[src/rtl/demux_scan_pkg.sv]
// Shared definitions for the demux scan controller.
//   state_t      : scan FSM state encoding (IDLE, SCAN, DONE)
//   NCH_DEF      : default number of demux output channels
//   DWELL_W_DEF  : default width of the per-channel dwell count
//   SEL_W        : width of the channel select
package demux_scan_pkg;

  localparam int NCH_DEF     = 8;
  localparam int DWELL_W_DEF = 4;
  localparam int SEL_W       = 3;

  typedef enum logic [1:0] {
    IDLE = 2'd0,
    SCAN = 2'd1,
    DONE = 2'd2
  } state_t;

endpackage

[src/rtl/demux_1to8.sv]
// 1-to-8 demultiplexer: routes din to y[sel]; every other output is 0.
//   din : input  data bit
//   sel : input  channel select (3 bits)
//   y   : output one-hot-routed data (8 bits)
module demux_1to8 (
  input  logic       din,
  input  logic [2:0] sel,
  output logic [7:0] y
);

  // NOTE: every signal written in an always_comb gets a default first, so no
  // path through the block can leave it unassigned and infer a latch.
  always_comb begin
    y      = 8'h00;
    y[sel] = din;
  end

endmodule

[src/rtl/demux_scan_controller.sv]
// Scan controller: walks the enabled channels of an 8-way demux in ascending
// order, holding each for dwell+1 cycles, then pulses done for one cycle.
//   clk     : input  clock, all state updates on the rising edge
//   rst     : input  synchronous active-high reset
//   start   : input  begin one scan (only looked at in IDLE)
//   en_mask : input  channels to visit, latched at start
//   dwell   : input  extra hold cycles per channel, latched at start
//   Din     : input  serial data routed to the selected channel
//   S       : output current channel select (0 when not busy)
//   Y       : output demux outputs (all 0 when not busy)
//   busy    : output high while a scan is in progress
//   done    : output one-cycle pulse when the scan completes
module demux_scan_controller
  import demux_scan_pkg::*;
#(
  parameter int NCH     = NCH_DEF,
  parameter int DWELL_W = DWELL_W_DEF
) (
  input  logic               clk,
  input  logic               rst,
  input  logic               start,
  input  logic [NCH-1:0]     en_mask,
  input  logic [DWELL_W-1:0] dwell,
  input  logic               Din,
  output logic [SEL_W-1:0]   S,
  output logic [NCH-1:0]     Y,
  output logic               busy,
  output logic               done
);

  state_t             state_q, state_d;
  logic [NCH-1:0]     mask_q,  mask_d;
  logic [DWELL_W-1:0] dwell_q, dwell_d;
  logic [DWELL_W-1:0] cnt_q,   cnt_d;
  logic [SEL_W-1:0]   sel_q,   sel_d;
  logic [SEL_W:0]     nxt;

  // Index of the lowest set bit; only called with a non-zero mask.
  function automatic logic [SEL_W-1:0] first_set(input logic [NCH-1:0] mask);
    logic [SEL_W-1:0] idx;
    idx = '0;
    // Descending walk so the lowest set bit is the last one written.
    for (int i = NCH - 1; i >= 0; i--) begin
      if (mask[i]) idx = SEL_W'(i);
    end
    return idx;
  endfunction

  // {found, index} of the lowest set bit strictly above cur. Channel 7 has
  // nothing above it, so the scan never wraps back to lower channels.
  function automatic logic [SEL_W:0] next_set(input logic [NCH-1:0] mask,
                                              input logic [SEL_W-1:0] cur);
    logic [SEL_W:0] r;
    r = '0;
    for (int i = NCH - 1; i >= 0; i--) begin
      if (mask[i] && (i > int'(cur))) r = {1'b1, SEL_W'(i)};
    end
    return r;
  endfunction

  // NOTE: sequential state uses non-blocking assignments so every register
  // samples pre-edge values, independent of statement order.
  always_ff @(posedge clk) begin
    if (rst) begin
      state_q <= IDLE;
      mask_q  <= '0;
      dwell_q <= '0;
      cnt_q   <= '0;
      sel_q   <= '0;
    end else begin
      state_q <= state_d;
      mask_q  <= mask_d;
      dwell_q <= dwell_d;
      cnt_q   <= cnt_d;
      sel_q   <= sel_d;
    end
  end

  always_comb begin
    state_d = state_q;
    mask_d  = mask_q;
    dwell_d = dwell_q;
    cnt_d   = cnt_q;
    sel_d   = sel_q;
    nxt     = next_set(mask_q, sel_q);

    unique case (state_q)
      IDLE: begin
        if (start) begin
          if (en_mask != '0) begin
            mask_d  = en_mask;
            dwell_d = dwell;
            sel_d   = first_set(en_mask);
            cnt_d   = '0;
            state_d = SCAN;
          end else begin
            // Nothing to scan: report completion straight away.
            state_d = DONE;
          end
        end
      end
      SCAN: begin
        if (cnt_q == dwell_q) begin
          if (nxt[SEL_W]) begin
            sel_d = nxt[SEL_W-1:0];
            cnt_d = '0;
          end else begin
            state_d = DONE;
          end
        end else begin
          cnt_d = cnt_q + 1'b1;
        end
      end
      DONE: begin
        sel_d   = '0;
        cnt_d   = '0;
        state_d = IDLE;
      end
      default: state_d = IDLE;
    endcase
  end

  assign busy = (state_q == SCAN);
  assign done = (state_q == DONE);
  assign S    = busy ? sel_q : '0;

  // Gating Din with busy keeps Y at zero outside a scan.
  demux_1to8 u_demux (
    .din (Din & busy),
    .sel (S),
    .y   (Y)
  );

endmodule
[config.mk]
export PLATFORM = sky130hd
export DESIGN_NAME = demux_scan_controller
export DESIGN_NICKNAME = d
export VERILOG_FILES = /design/src/rtl/demux_scan_pkg.sv /design/src/rtl/demux_1to8.sv /design/src/rtl/demux_scan_controller.sv
export SDC_FILE = /design/constraint.sdc
export NUM_CORES = 1
export LEC_CHECK = 0
export CAP_MARGIN = 40
export CORE_MARGIN = 1
export CORE_UTILIZATION = 50
export DETAILED_ROUTE_END_ITERATION = 6
export GPL_TIMING_DRIVEN = 0
export PLACE_DENSITY = 0.87
export SYNTH_ARGS = -nofsm -noshare
export SYNTH_HDL_FRONTEND = slang
export SYNTH_SLANG_ARGS = --single-unit
export TNS_END_PERCENT = 10
[constraint.sdc]
create_clock -name clk -period 3.7 [get_ports clk]
set_clock_uncertainty 0.15 [all_clocks]
set_input_delay 0.555 -clock clk [delete_from_list [all_inputs] [get_ports clk]]
set_output_delay 0.555 -clock clk [all_outputs]
set_load 0.02 [all_outputs]
==> flow_summary_export.csv <==
group,metric,value,unit
run_status,status,"finished clean",
die,die_x,53.6,µm
logic_synthesis,yosys_most_used_dff,"dfxtp_1",
job,drv_cap,0,
clocking,cts.sinks,20,
final_layout,drive_gt1_share,11.1,%
setup_path,critPathCaptureType,"primary output",
die,pin_count,29,
pwr,ir_drop,0.387,mV
clocking,h-tree-depth,1,
die,floorplan.rows,18,
final_layout,diodes,0,
timing,maxSlewHeadroom,57.6,%
logic_synthesis,synth.area.top_cells,"dfxtp_1 (30%), nor2_1 (5.6%), nand3_1 (5.3%)",
final_layout,fin_cells,228,
clocking,cts_hold_buf,0,
setup_path,crit_type,"reg -> out",
die,start_util,53.2,%
timing,drv_slew,0,
global_routing,grt_max_degree,13,
logic_synthesis,yosysTopAreaCell,"dfxtp_1",
final_layout,final_area,1690,µm²
logic_synthesis,yosysTopAreaCellShare,30.1,%
clocking,ctsResizeCount,0,
logic_synthesis,async_flop_share,0,%
logic_synthesis,syn_inst,167,
timing,period_share,76.3,%
clocking,numCtsBuffers,3,
die,design.die.area,2870,µm²
die,die_height,53.6,µm
detailed_routing,drt_first_pass_iters,4,
setup_path,start_kind,"register",
logic_synthesis,seq_area_frac_synth,30.1,%
clocking,cts_tree,"yes",
logic_synthesis,synth_nets,188,
pwr,p_per_area,660,nW/µm²
detailed_routing,drt_iter0_drc,39,
clocking,cts_setup_buffers,0,
detailed_routing,postRouteAntennaNets,0,
final_layout,final_nets,220,
global_routing,grt_use_total,24.7,%
place,dp.cells,224,
final_layout,utilization,67.6,%
detailed_routing,drt-vias-per-instance,5.98,
logic_synthesis,syn_area,1330,µm²
clocking,cts_root_buffer,"clkbuf_4",
setup_path,critPathRequiredTime,2.99,ns
logic_synthesis,ys_types,47,
logic_synthesis,avgSynthCellArea,7.96,µm²
pwr,power,1.12,mW
timing,setup_tns,0,ns
clocking,clock_latency,0.32,ns
timing,setup_viol,0,
detailed_routing,via_count,1364,
place,placed_area,1640,µm²
logic_synthesis,synth-seq-cells,20,
logic_synthesis,yosysWarnings,0,
place,place_congestion,0.864,
global_routing,grt_pass1_wl,5130,µm
global_routing,grt_pass1_vias,1200,
timing,post-route-min-period,2.82,ns
logic_synthesis,synth-edff-count,0,
detailed_routing,wire_per_inst,14.8,µm
timing,worst_slew_pin_slew,0.630,ns
die,core,2500,µm²
setup_path,cp.arrival,2.12,ns
timing,grt_setup_unrepaired,"no",
place,io_buffers,27,
detailed_routing,wl,3380,µm
pwr,leakage,0.680,nW
timing,max_freq,354,MHz
final_layout,syn_to_final_growth,27.1,%
setup_path,path_max_fanout,10,
detailed_routing,drc,0,
clocking,path_clk_slew,0.13,ns
global_routing,grt.overflow.total,0,
hold_path,min_path_type,"reg -> reg",
clocking,clockBufferDepth,2,
place,dp_hpwl,2610,µm
global_routing,antenna_found_initial,0,
timing,hold_viol,0,
[sequential cells by signal, indices dropped and copies added (netlist names)]
register,cells
mask_q,7
cnt_q,4
dwell_q,4
sel_q,3
state_q,2
[Yosys cell counts, types with 2 or more instances]
| cell | n |
|---|---|
| nand2_1 | 17 |
| o22ai_1 | 2 |
| nor2b_1 | 4 |
| o21ai_1 | 4 |
| nand2b_1 | 5 |
| o31ai_1 | 2 |
| nor3_1 | 5 |
| and2_1 | 3 |
| a21oi_1 | 10 |
| buf_2 | 3 |
| o21ai_0 | 2 |
| mux2i_1 | 5 |
| inv_1 | 5 |
| dfxtp_1 | 20 |
| nand3_1 | 14 |
| nor2_2 | 2 |
| o21a_1 | 2 |
| ha_1 | 5 |
| nor4_1 | 2 |
| xor2_1 | 4 |
| clkbuf_1 | 4 |
| nand3b_1 | 3 |
| nor2_1 | 20 |
[kinds of logic (layout without fill, tap and decap cells)]
logic type,count (synthesis),in the layout,synth area share (%)
AO/OA/AOI/OAI,36,36,21.1
flip-flops,20,20,30.1
AND/OR/NAND/NOR,82,82,31.5
buffers and inverters,14,45,5.27
adder cells (fa/ha/maj),5,5,4.71
XOR/XNOR,4,4,2.64
multiplexers,6,6,4.61
[worst max-delay path: stages (launching register included)]
cell and delay (ns):
dfxtp_1 0.34, inv_1 0.10, ha_1 0.22, clkbuf_8 0.19, nand3_1 0.14, nor3_1 0.18
clkdlybuf4s50_1 0.64
[cell usage in the layout, fill, tap and decap left out, types with 3 or more instances in the layout]
cell type and instances:
nand2b_1 5, nor2b_1 4, inv_1 5, nand3_1 14
clkbuf_1 4, nor3_1 5, clkbuf_4 3, ha_1 5
nand2_1 17, and2_1 3, dfxtp_1 20, buf_2 3
nand3b_1 3, nor2_1 20, a21oi_1 10, xor2_1 4
o21ai_1 4, mux2i_1 5, clkdlybuf4s50_1 27
[metal layers]
layer	track usage, %	part of all wire [%]
met2	46.0	52
met4	10.5	2.5
met3	4.52	5.3
met5	0	0
met1	27.1	40
[layout make-up]
| type | instances | area [µm²] |
|---|---|---|
| Buffer | 9 | 51.3 |
| Clock buffer | 3 | 22.5 |
| Clock inverter | 1 | 30.0 |
| Fill cell | 209 | 811 |
| Inverter | 5 | 18.8 |
| Multi-Input combinational cell | 133 | 858 |
| Sequential cell | 20 | 400 |
| Tap cell | 30 | 37.5 |
| Timing Repair Buffer | 27 | 270 |
[per-stage QoR]
stage,hold WS (ns),setup slack (ns)
detailed placement,0.316,0.973
finish,0.336,0.877
global placement,0.313,1.05
CTS,0.334,0.845
global route,0.363,0.757
floorplan,0.295,1.49
[report_power, final]
part,switching (mW),total (mW),internal [mW]
Sequential,0.0455,0.309,0.264
Combinational,0.361,0.622,0.260
Clock,0.0750,0.185,0.110
[worst paths after layout]
check | from | slack, ns | depth (start not counted) | end
max | state_q[1] | 0.88 | 6 | Y[2]
min | mask_q[4] | 0.34 | 2 | mask_q[4]
max reg2reg | sel_q[1] | 1.81 | 7 | sel_q[1]
min reg2reg | mask_q[4] | 0.34 | 2 | mask_q[4]
No activity file was read; power rests on OpenSTA's default activity.
